===== src/rtl/hazard_ctrl.sv =====
// hazard_ctrl: pipeline hazard and flow controller at the consuming end of ID/EX.
// Resolves load-use stalls, taken branch/jump flushes and HALT drain. It also
// gates pipeline advance for debug single-step and keeps saturating event
// counters for the debug unit.
module hazard_ctrl #(
  parameter int NBITS        = 32,
  parameter int DRAIN_CYCLES = 3
) (
  input  logic             i_clk,
  input  logic             i_rst,
  input  logic [4:0]       i_id_rs,
  input  logic [4:0]       i_id_rt,
  input  logic             i_id_uses_rt,
  input  logic             i_id_halt,
  input  logic [4:0]       i_idex_rt,
  input  logic             i_idex_flg_mem_op,
  input  logic             i_idex_flg_mem_type,
  input  logic             i_ex_branch_taken,
  input  logic             i_ex_jump,
  input  logic             i_dbg_mode,
  input  logic             i_dbg_step,
  input  logic             i_dbg_resume,
  output logic             o_pc_write,
  output logic             o_if_id_write,
  output logic             o_if_id_flush,
  output logic             o_id_ex_flush,
  output logic             o_halted,
  output logic [NBITS-1:0] o_stall_cnt,
  output logic [NBITS-1:0] o_flush_cnt
);

  // One spare bit so the drain counter can always hold DRAIN_CYCLES.
  localparam int DW = $clog2(DRAIN_CYCLES + 1) + 1;
  localparam logic [DW-1:0] DRAIN_LOAD = DW'(DRAIN_CYCLES);
  localparam logic [DW-1:0] DRAIN_ONE  = DW'(1);

  typedef enum logic [1:0] {
    ST_RUN,
    ST_DRAIN,
    ST_HALTED
  } state_t;

  state_t           state_q, state_d;
  logic [DW-1:0]    drain_q, drain_d;
  logic [NBITS-1:0] stall_q, flush_q;
  logic             stall_inc, flush_inc;
  logic             adv, lu_hazard, ctl_hazard;

  // Increment that sticks at all-ones instead of wrapping.
  function automatic logic [NBITS-1:0] sat_inc(input logic [NBITS-1:0] v);
    return (&v) ? v : v + NBITS'(1);
  endfunction

  // A load in ID/EX whose destination feeds the instruction in ID. Register 0
  // is hard-wired, so a load into it never creates a dependency.
  assign lu_hazard = i_idex_flg_mem_op && !i_idex_flg_mem_type &&
                     (i_idex_rt != 5'd0) &&
                     ((i_idex_rt == i_id_rs) ||
                      (i_id_uses_rt && (i_idex_rt == i_id_rt)));

  assign ctl_hazard = i_ex_branch_taken || i_ex_jump;

  // In step mode the pipeline only moves on cycles where step is high.
  assign adv = !i_dbg_mode || i_dbg_step;

  // Next-state and combinational control decode, priority CH > HALT > LU.
  always_comb begin
    state_d       = state_q;
    drain_d       = drain_q;
    o_pc_write    = 1'b0;
    o_if_id_write = 1'b0;
    o_if_id_flush = 1'b0;
    o_id_ex_flush = 1'b0;
    stall_inc     = 1'b0;
    flush_inc     = 1'b0;
    case (state_q)
      ST_RUN: begin
        if (adv) begin
          if (ctl_hazard) begin
            // Load the target and squash both younger stages; any load-use
            // dependency belongs to a squashed instruction.
            o_pc_write    = 1'b1;
            o_if_id_write = 1'b1;
            o_if_id_flush = 1'b1;
            o_id_ex_flush = 1'b1;
            flush_inc     = 1'b1;
          end else if (i_id_halt) begin
            // Let HALT move into EX and freeze the front end behind it.
            drain_d = DRAIN_LOAD;
            state_d = ST_DRAIN;
          end else if (lu_hazard) begin
            // One bubble is enough: the load leaves ID/EX on this edge.
            o_id_ex_flush = 1'b1;
            stall_inc     = 1'b1;
          end else begin
            o_pc_write    = 1'b1;
            o_if_id_write = 1'b1;
          end
        end
      end
      ST_DRAIN: begin
        // Nothing behind HALT was fetched, so branches here are ignored.
        if (adv) begin
          o_id_ex_flush = 1'b1;
          drain_d       = drain_q - DRAIN_ONE;
          if (drain_q <= DRAIN_ONE) begin
            state_d = ST_HALTED;
          end
        end
      end
      ST_HALTED: begin
        if (i_dbg_resume) begin
          state_d = ST_RUN;
        end
      end
      default: begin
        state_d = ST_RUN;
      end
    endcase
  end

  // State and drain counter registers.
  always_ff @(posedge i_clk or posedge i_rst) begin
    if (i_rst) begin
      state_q <= ST_RUN;
      drain_q <= '0;
    end else begin
      state_q <= state_d;
      drain_q <= drain_d;
    end
  end

  // Saturating stall and flush event counters.
  always_ff @(posedge i_clk or posedge i_rst) begin
    if (i_rst) begin
      stall_q <= '0;
      flush_q <= '0;
    end else begin
      if (stall_inc) begin
        stall_q <= sat_inc(stall_q);
      end
      if (flush_inc) begin
        flush_q <= sat_inc(flush_q);
      end
    end
  end

  assign o_halted    = (state_q == ST_HALTED);
  assign o_stall_cnt = stall_q;
  assign o_flush_cnt = flush_q;

endmodule


===== config.mk =====
export PLATFORM = sky130hd
export DESIGN_NAME = hazard_ctrl
export DESIGN_NICKNAME = d
export VERILOG_FILES = /design/src/rtl/hazard_ctrl.sv
export SDC_FILE = /design/constraint.sdc
export NUM_CORES = 1
export LEC_CHECK = 0
export CORE_ASPECT_RATIO = 0.5
export CORE_MARGIN = 5
export CORE_UTILIZATION = 53
export DETAILED_ROUTE_END_ITERATION = 8
export GPL_TIMING_DRIVEN = 0
export PLACE_DENSITY = 0.86
export SLEW_MARGIN = 20
export SYNTH_ARGS = -nofsm -noshare
export SYNTH_HDL_FRONTEND = slang
export SYNTH_SLANG_ARGS = --single-unit

===== constraint.sdc =====
create_clock -name i_clk -period 7.7 [get_ports i_clk]
set_input_delay 1.54 -clock i_clk [delete_from_list [all_inputs] [get_ports i_clk]]
set_output_delay 1.54 -clock i_clk [all_outputs]
set_load 0.02 [all_outputs]

# After elaboration in Yosys (flattened, before gate mapping)

Index checks and enable logic that the tools add are counted.

Output and inout port bits: 69
Register bits after elaboration: 69

Equality and inequality tests: 10
Multiplexer cells: 29
Add/subtract/negate cells: 3
Reduce and logical (&&, ||, !) cells: 18
Bitwise gates (word level): 2
Order comparisons: 1

Operators by type and width:

| operator                                                                          | count |
|---|---|
| 32-bit by 1-bit adder with 32-bit output (second input constant)                  | 2 |
| 32-bit AND reduction                                                              | 2 |
| 1-bit 2-to-1 mux                                                                  | 16 |
| 2-bit 2-to-1 mux                                                                  | 6 |
| 3-bit 2-to-1 mux                                                                  | 4 |
| 2-bit != test (second input constant)                                             | 6 |
| 5-bit equality test                                                               | 2 |
| 2-bit case mux with 3 select lines                                                | 1 |
| 3-bit case mux with 2 select lines                                                | 1 |
| 6-bit AND reduction                                                               | 1 |
| 5-bit AND reduction                                                               | 1 |
| 5-bit nonzero test                                                                | 1 |
| 1-bit logical AND                                                                 | 4 |
| 2-bit AND reduction                                                               | 2 |
| 3-bit by 1-bit less-or-equal comparator with 1-bit output (second input constant) | 1 |
| 1-bit logical OR                                                                  | 3 |
| 3-bit by 1-bit subtractor with 3-bit output (second input constant)               | 1 |
| 2-bit by 1-bit equality test with 1-bit output (second input constant)            | 1 |
| 2-bit equality test (second input constant)                                       | 1 |
| 1-bit zero test                                                                   | 2 |
| 2-bit zero test                                                                   | 1 |
| 1-bit NOT                                                                         | 2 |
| 1-bit case mux with 2 select lines                                                | 1 |
| 2-bit nonzero test                                                                | 1 |

# Longest topological paths before layout

Depth after elaboration: 10
Gate-level depth with buffers: 8
Gate-level depth less buffers: 7

# Worst setup path before layout

No wires, ideal clock.

Kind: input to output
Start point: input i_idex_rt[1]
End point: output o_pc_write
Path buffers: 1
Data arrival time: 4.048 ns
Stages on the path: 7
Path slack: 2.112 ns
Required time: 6.160 ns
Cell sequence: or4_1 -> nor2_1 -> nor3b_1 -> nand2_1 -> nand2b_1 -> a2111oi_0 -> buf_4

Word-level cells in the longest chain between the ends: 9
Elaborated cells between the ends (all ways): 12

Ends and longest elaborated chain:

| element                         | RTL line | text |
|---|---|---|
| start: declaration              | 15       | `input logic [4:0] i_idex_rt,` |
| 5-bit equality test             | 59       | `(i_id_uses_rt && (i_idex_rt == i_id_rt)));` |
| 1-bit logical AND               | 59       |  |
| 1-bit logical OR                | 58       | `((i_idex_rt == i_id_rs) \|\|` |
| 1-bit logical AND *             | 57       | `(i_idex_rt != 5'd0) &&` |
| 1-bit 2-to-1 mux * (5 in a row) | --       |  |
| end: declaration                | 23       | `output logic o_pc_write,` |

Mark *: on every way between the ends. The rest lies on a longest branch, timed or not.

# Final worst setup path

Start point: input i_idex_rt[1]
End point: output o_pc_write

Word-level cells in the longest chain between the ends: 9
Elaborated cells between the ends (all ways): 12

Ends and longest elaborated chain:

| element             | RTL line | text |
|---|---|---|
| 5-bit equality test | 59       |  |
| 1-bit logical AND   | 59       |  |
| 1-bit logical OR    | 58       |  |
| 1-bit logical AND * | 57       |  |
| 1-bit 2-to-1 mux *  | 91       | `end else if (lu_hazard) begin` |
| 1-bit 2-to-1 mux *  | 87       | `end else if (i_id_halt) begin` |
| 1-bit 2-to-1 mux *  | 79       | `if (ctl_hazard) begin` |
| 1-bit 2-to-1 mux *  | 78       | `if (adv) begin` |
| 1-bit 2-to-1 mux *  | 76       | `case (state_q)` |

Marked as above.

==> flow_summary.json <==
{
  "grt_pass1_wl_um": 14170,
  "ys_ff_latch": 69,
  "final_cell_mix": "clkdlybuf4s50_1, dfrtp_1, xor2_1",
  "postSynthCellCount": 357,
  "numCtsBuffers": 9,
  "status": "finished clean",
  "async_reset_ff_share_pct": 100.0,
  "period_needed_ns": 5.968,
  "synth_warnings": 0,
  "internal_power_uw": 715.1,
  "max_freq_mhz": 167.6,
  "grt_pass1_vias": 2947,
  "path_class": "input pin to primary output",
  "power_frac_seq_pct": 42.0,
  "p_comb_share_pct": 22.2,
  "switching_share_pct": 28.95,
  "critPathSlowestCell": "clkdlybuf4s50_1",
  "port-buffer-count": 94,
  "vias": 3038,
  "syn_area_um2": 3611,
  "ys.flop_type": "dfrtp_1",
  "grt-ovfl-total": 0,
  "synthMuxAreaShare_pct": 0.9356,
  "leakage_uw": 0.002180,
  "gp_congestion": 0.8227,
  "fin_util_pct": 74.36,
  "die_h_um": 68.37,
  "syn_nets": 387,
  "fin_crit_sh_pct": 77.51,
  "postRouteAntennaNets": 0,
  "clock_skew_ns": 0.005113,
  "power.density_nw_per_um2": 203.6,
  "antenna_found_initial": 0,
  "cap_violations": 0,
  "start_util_pct": 54.32,
  "row_count": 21,
  "wl_per_cell_um": 15.00,
  "cts_tree": "yes",
  "cp_data_arrival_time_ns": 4.43,
  "finalSetupViolations": 0,
  "p_clk_share_pct": 35.8,
  "cp_max_fo": 3,
  "slew_headroom_pct": 60.05,
  "worstPathRequired_ns": 6.16,
  "layout-drive-gt1-share_pct": 6.624,
  "yosysUniqueCellTypes": 46,
  "antenna_cells": 0,
  "r2r_start": "o_flush_cnt[25]$_DFFE_PP0P_",
  "max-vdd-ir-drop_uv": 232.6,
  "ys_seq_area_share_pct": 47.82,
  "ff2ff_setup_slack_ns": 5.21,
  "crit_chain": "clkdlybuf4s50_1, or4_1, nor2_1, nor3b_1, nand2_1, nand2b_1, a2111oi_0, buf_4, clkdlybuf4s50_1",
  "cpMostUsedCell": "clkdlybuf4s50_1",
  "cts_buffer_depth": 2,
  "min_path_cells": 1,
  "worstSetupEndpoint": "o_pc_write",
  "synth_xor_area_share_pct": 16.98,
  "end_kind": "primary output",
  "numClockSinks": 69,
  "hold_violations": 0,
  "area_growth_pct": 36.90,
  "cp-start-kind": "input pin",
  "yosys.area_share.simple_pct": 27.79,
  "hold_class": "register to register",
  "worst_pin_slew_ns": 0.5841,
  "fp.coreArea_um2": 6648,
  "wl_um": 8400,
  "worstRegToRegCells": 6,
  "avgViaCountPerCell": 5.425,
  "synth.avg_cell_area_um2": 10.11,
  "clock_latency_ns": 0.33,
  "clk_transition_reported_paths_ns": 0.05,
  "htree_levels": 3,
  "synth-edff-count": 0,
  "hpwl_um": 6204,
  "synth_compound_area_share_pct": 2.876,
  "netSwitchingPower_uw": 291.3,
  "grt_max_degree": 38,
  "grt_usage_pct": 20.81,
  "drtIter0Drc": 289,
  "clockRootBuffer": "clkbuf_16",
  "slew_violations": 0,
  "drc_errors": 0,
  "die_w_um": 126.7,
  "firstDrtPassIters": 4,
  "yosys.area_share.adder_pct": 1.386,
  "rsz0062_at_grt": "false",
  "post_cts_buffers": 0,
  "fin_tns_setup_ns": 0,
  "worstSetupStartpoint": "i_idex_rt[1]",
  "die_area_um2": 8664,
  "rr_endpoint": "o_flush_cnt[1]$_DFFE_PP0P_",
  "cpPeakStageDelay_ns": 0.59,
  "io_pins": 95,
  "nets": 493,
  "holdBufCountCts": 0,
  "synth_top_family_by_area": "simple AND/OR/NAND/NOR gates",
  "cts_resized": 0,
  "mostFrequentLayoutCell": "clkdlybuf4s50_1"
}
critical path, delay by kind of cell:
| family | cells | cell delay (ns) |
|---|---|---|
| and+or+nand+nor | 5 | 1.04 |
| AOI/OAI and AO/OA | 1 | 0.58 |
| buffers and inverters | 3 | 1.26 |
kinds of logic (layout without fill, tap and decap cells):
logic type	Yosys count	after routing
simple gates	178	178
xor+xnor	70	70
flops	69	69
buf+inv	18	129
compound gates	15	15
fa+ha+maj	4	4
mux	3	3
per-stage QoR:
| step | hold WS [ns] | instances | power, uW | instance area (um2) | setup WS [ns] |
|---|---|---|---|---|---|
| 6_report | 0.4934 | 560 | 1006 | 4943 | 1.732 |
| 5_1_grt | 0.5051 | 560 | 1054 | 4943 | 1.455 |
| 4_1_cts | 0.4958 | 560 | 1014 | 4943 | 1.679 |
| 3_5_place_dp | 0.4822 | 544 | 651.2 | 4690 | 1.682 |
| 3_3_place_gp | 0.4748 | 543 | 644.6 | 4667 | 1.710 |
| 2_1_floorplan | 0.4554 | 357 | 554.7 | 3611 | 2.112 |
cells in the mapped netlist (2+ instances only):
cell,instances,area share (%)
dfrtp_1,69,48
xor2_1,36,8.7
xnor2_1,34,8.2
nand3_1,33,4.6
nand2_1,31,3.2
nor2_1,27,2.8
nor3_1,23,3.2
inv_1,13,1.4
nand4_1,13,2.3
and4_1,6,1.5
or4_1,6,1.2
and2_1,5,0.87
and3_1,5,0.87
nor4_1,5,0.87
ha_1,4,1.4
nand2b_1,4,0.69
nor3_2,4,1.1
mux2_2,3,0.94
o21ai_0,3,0.42
a21oi_1,2,0.28
a31oi_1,2,0.35
clkbuf_1,2,0.21
nor2b_1,2,0.35
nor4_2,2,0.69
o22ai_1,2,0.35
power by group through the flow:
stage / Sequential [uW] / Clock (uW) / Combinational [uW]
finish: 423 / 360 / 223
global route: 427 / 384 / 243
CTS: 423 / 367 / 225
detailed placement: 428 / 0 / 223
global placement: 428 / 0 / 217
floorplan: 444 / 0 / 111
sequential cells by signal, summed over array words and instances, names as in the netlist:
name	flops
drain_q	3
o_flush_cnt	32
o_stall_cnt	32
state_q	2
layout make-up:
type,instances,area [um2]
Buffer,5,31.28
Clock buffer,14,244.0
Clock inverter,2,10.01
Fill cell,488,1704
Inverter,13,51.30
Multi-Input combinational cell,270,1804
Sequential cell,69,1727
Tap cell,92,115.1
Timing Repair Buffer,95,960.9
per-layer routing:
| metal | vias up | GRT usage [%] | part of all wire, % |
|---|---|---|---|
| met1 | 1479 | 25.55 | 44 |
| met3 | 15 | 6.625 | 5.0 |
| li1 | 1467 | - | - |
| met2 | 77 | 35.66 | 50 |
| met4 | 0 | 6.818 | 1.4 |
| met5 | - | 0 | 0 |
worst min path at each step:
stage	slack, ns	startpoint	end
after floorplan	0.46	drain_q[2]$_DFFE_PP0P_	state_q[1]$_DFFE_PP0P_
after global placement	0.47	drain_q[2]$_DFFE_PP0P_	state_q[1]$_DFFE_PP0P_
after detailed placement	0.48	o_stall_cnt[31]$_DFFE_PP0P_	o_stall_cnt[31]$_DFFE_PP0P_
after CTS	0.50	o_stall_cnt[16]$_DFFE_PP0P_	o_stall_cnt[16]$_DFFE_PP0P_
after global routing	0.51	o_stall_cnt[7]$_DFFE_PP0P_	o_stall_cnt[7]$_DFFE_PP0P_
final	0.49	o_stall_cnt[31]$_DFFE_PP0P_	o_stall_cnt[31]$_DFFE_PP0P_
Power figures use the tool's default switching activity.
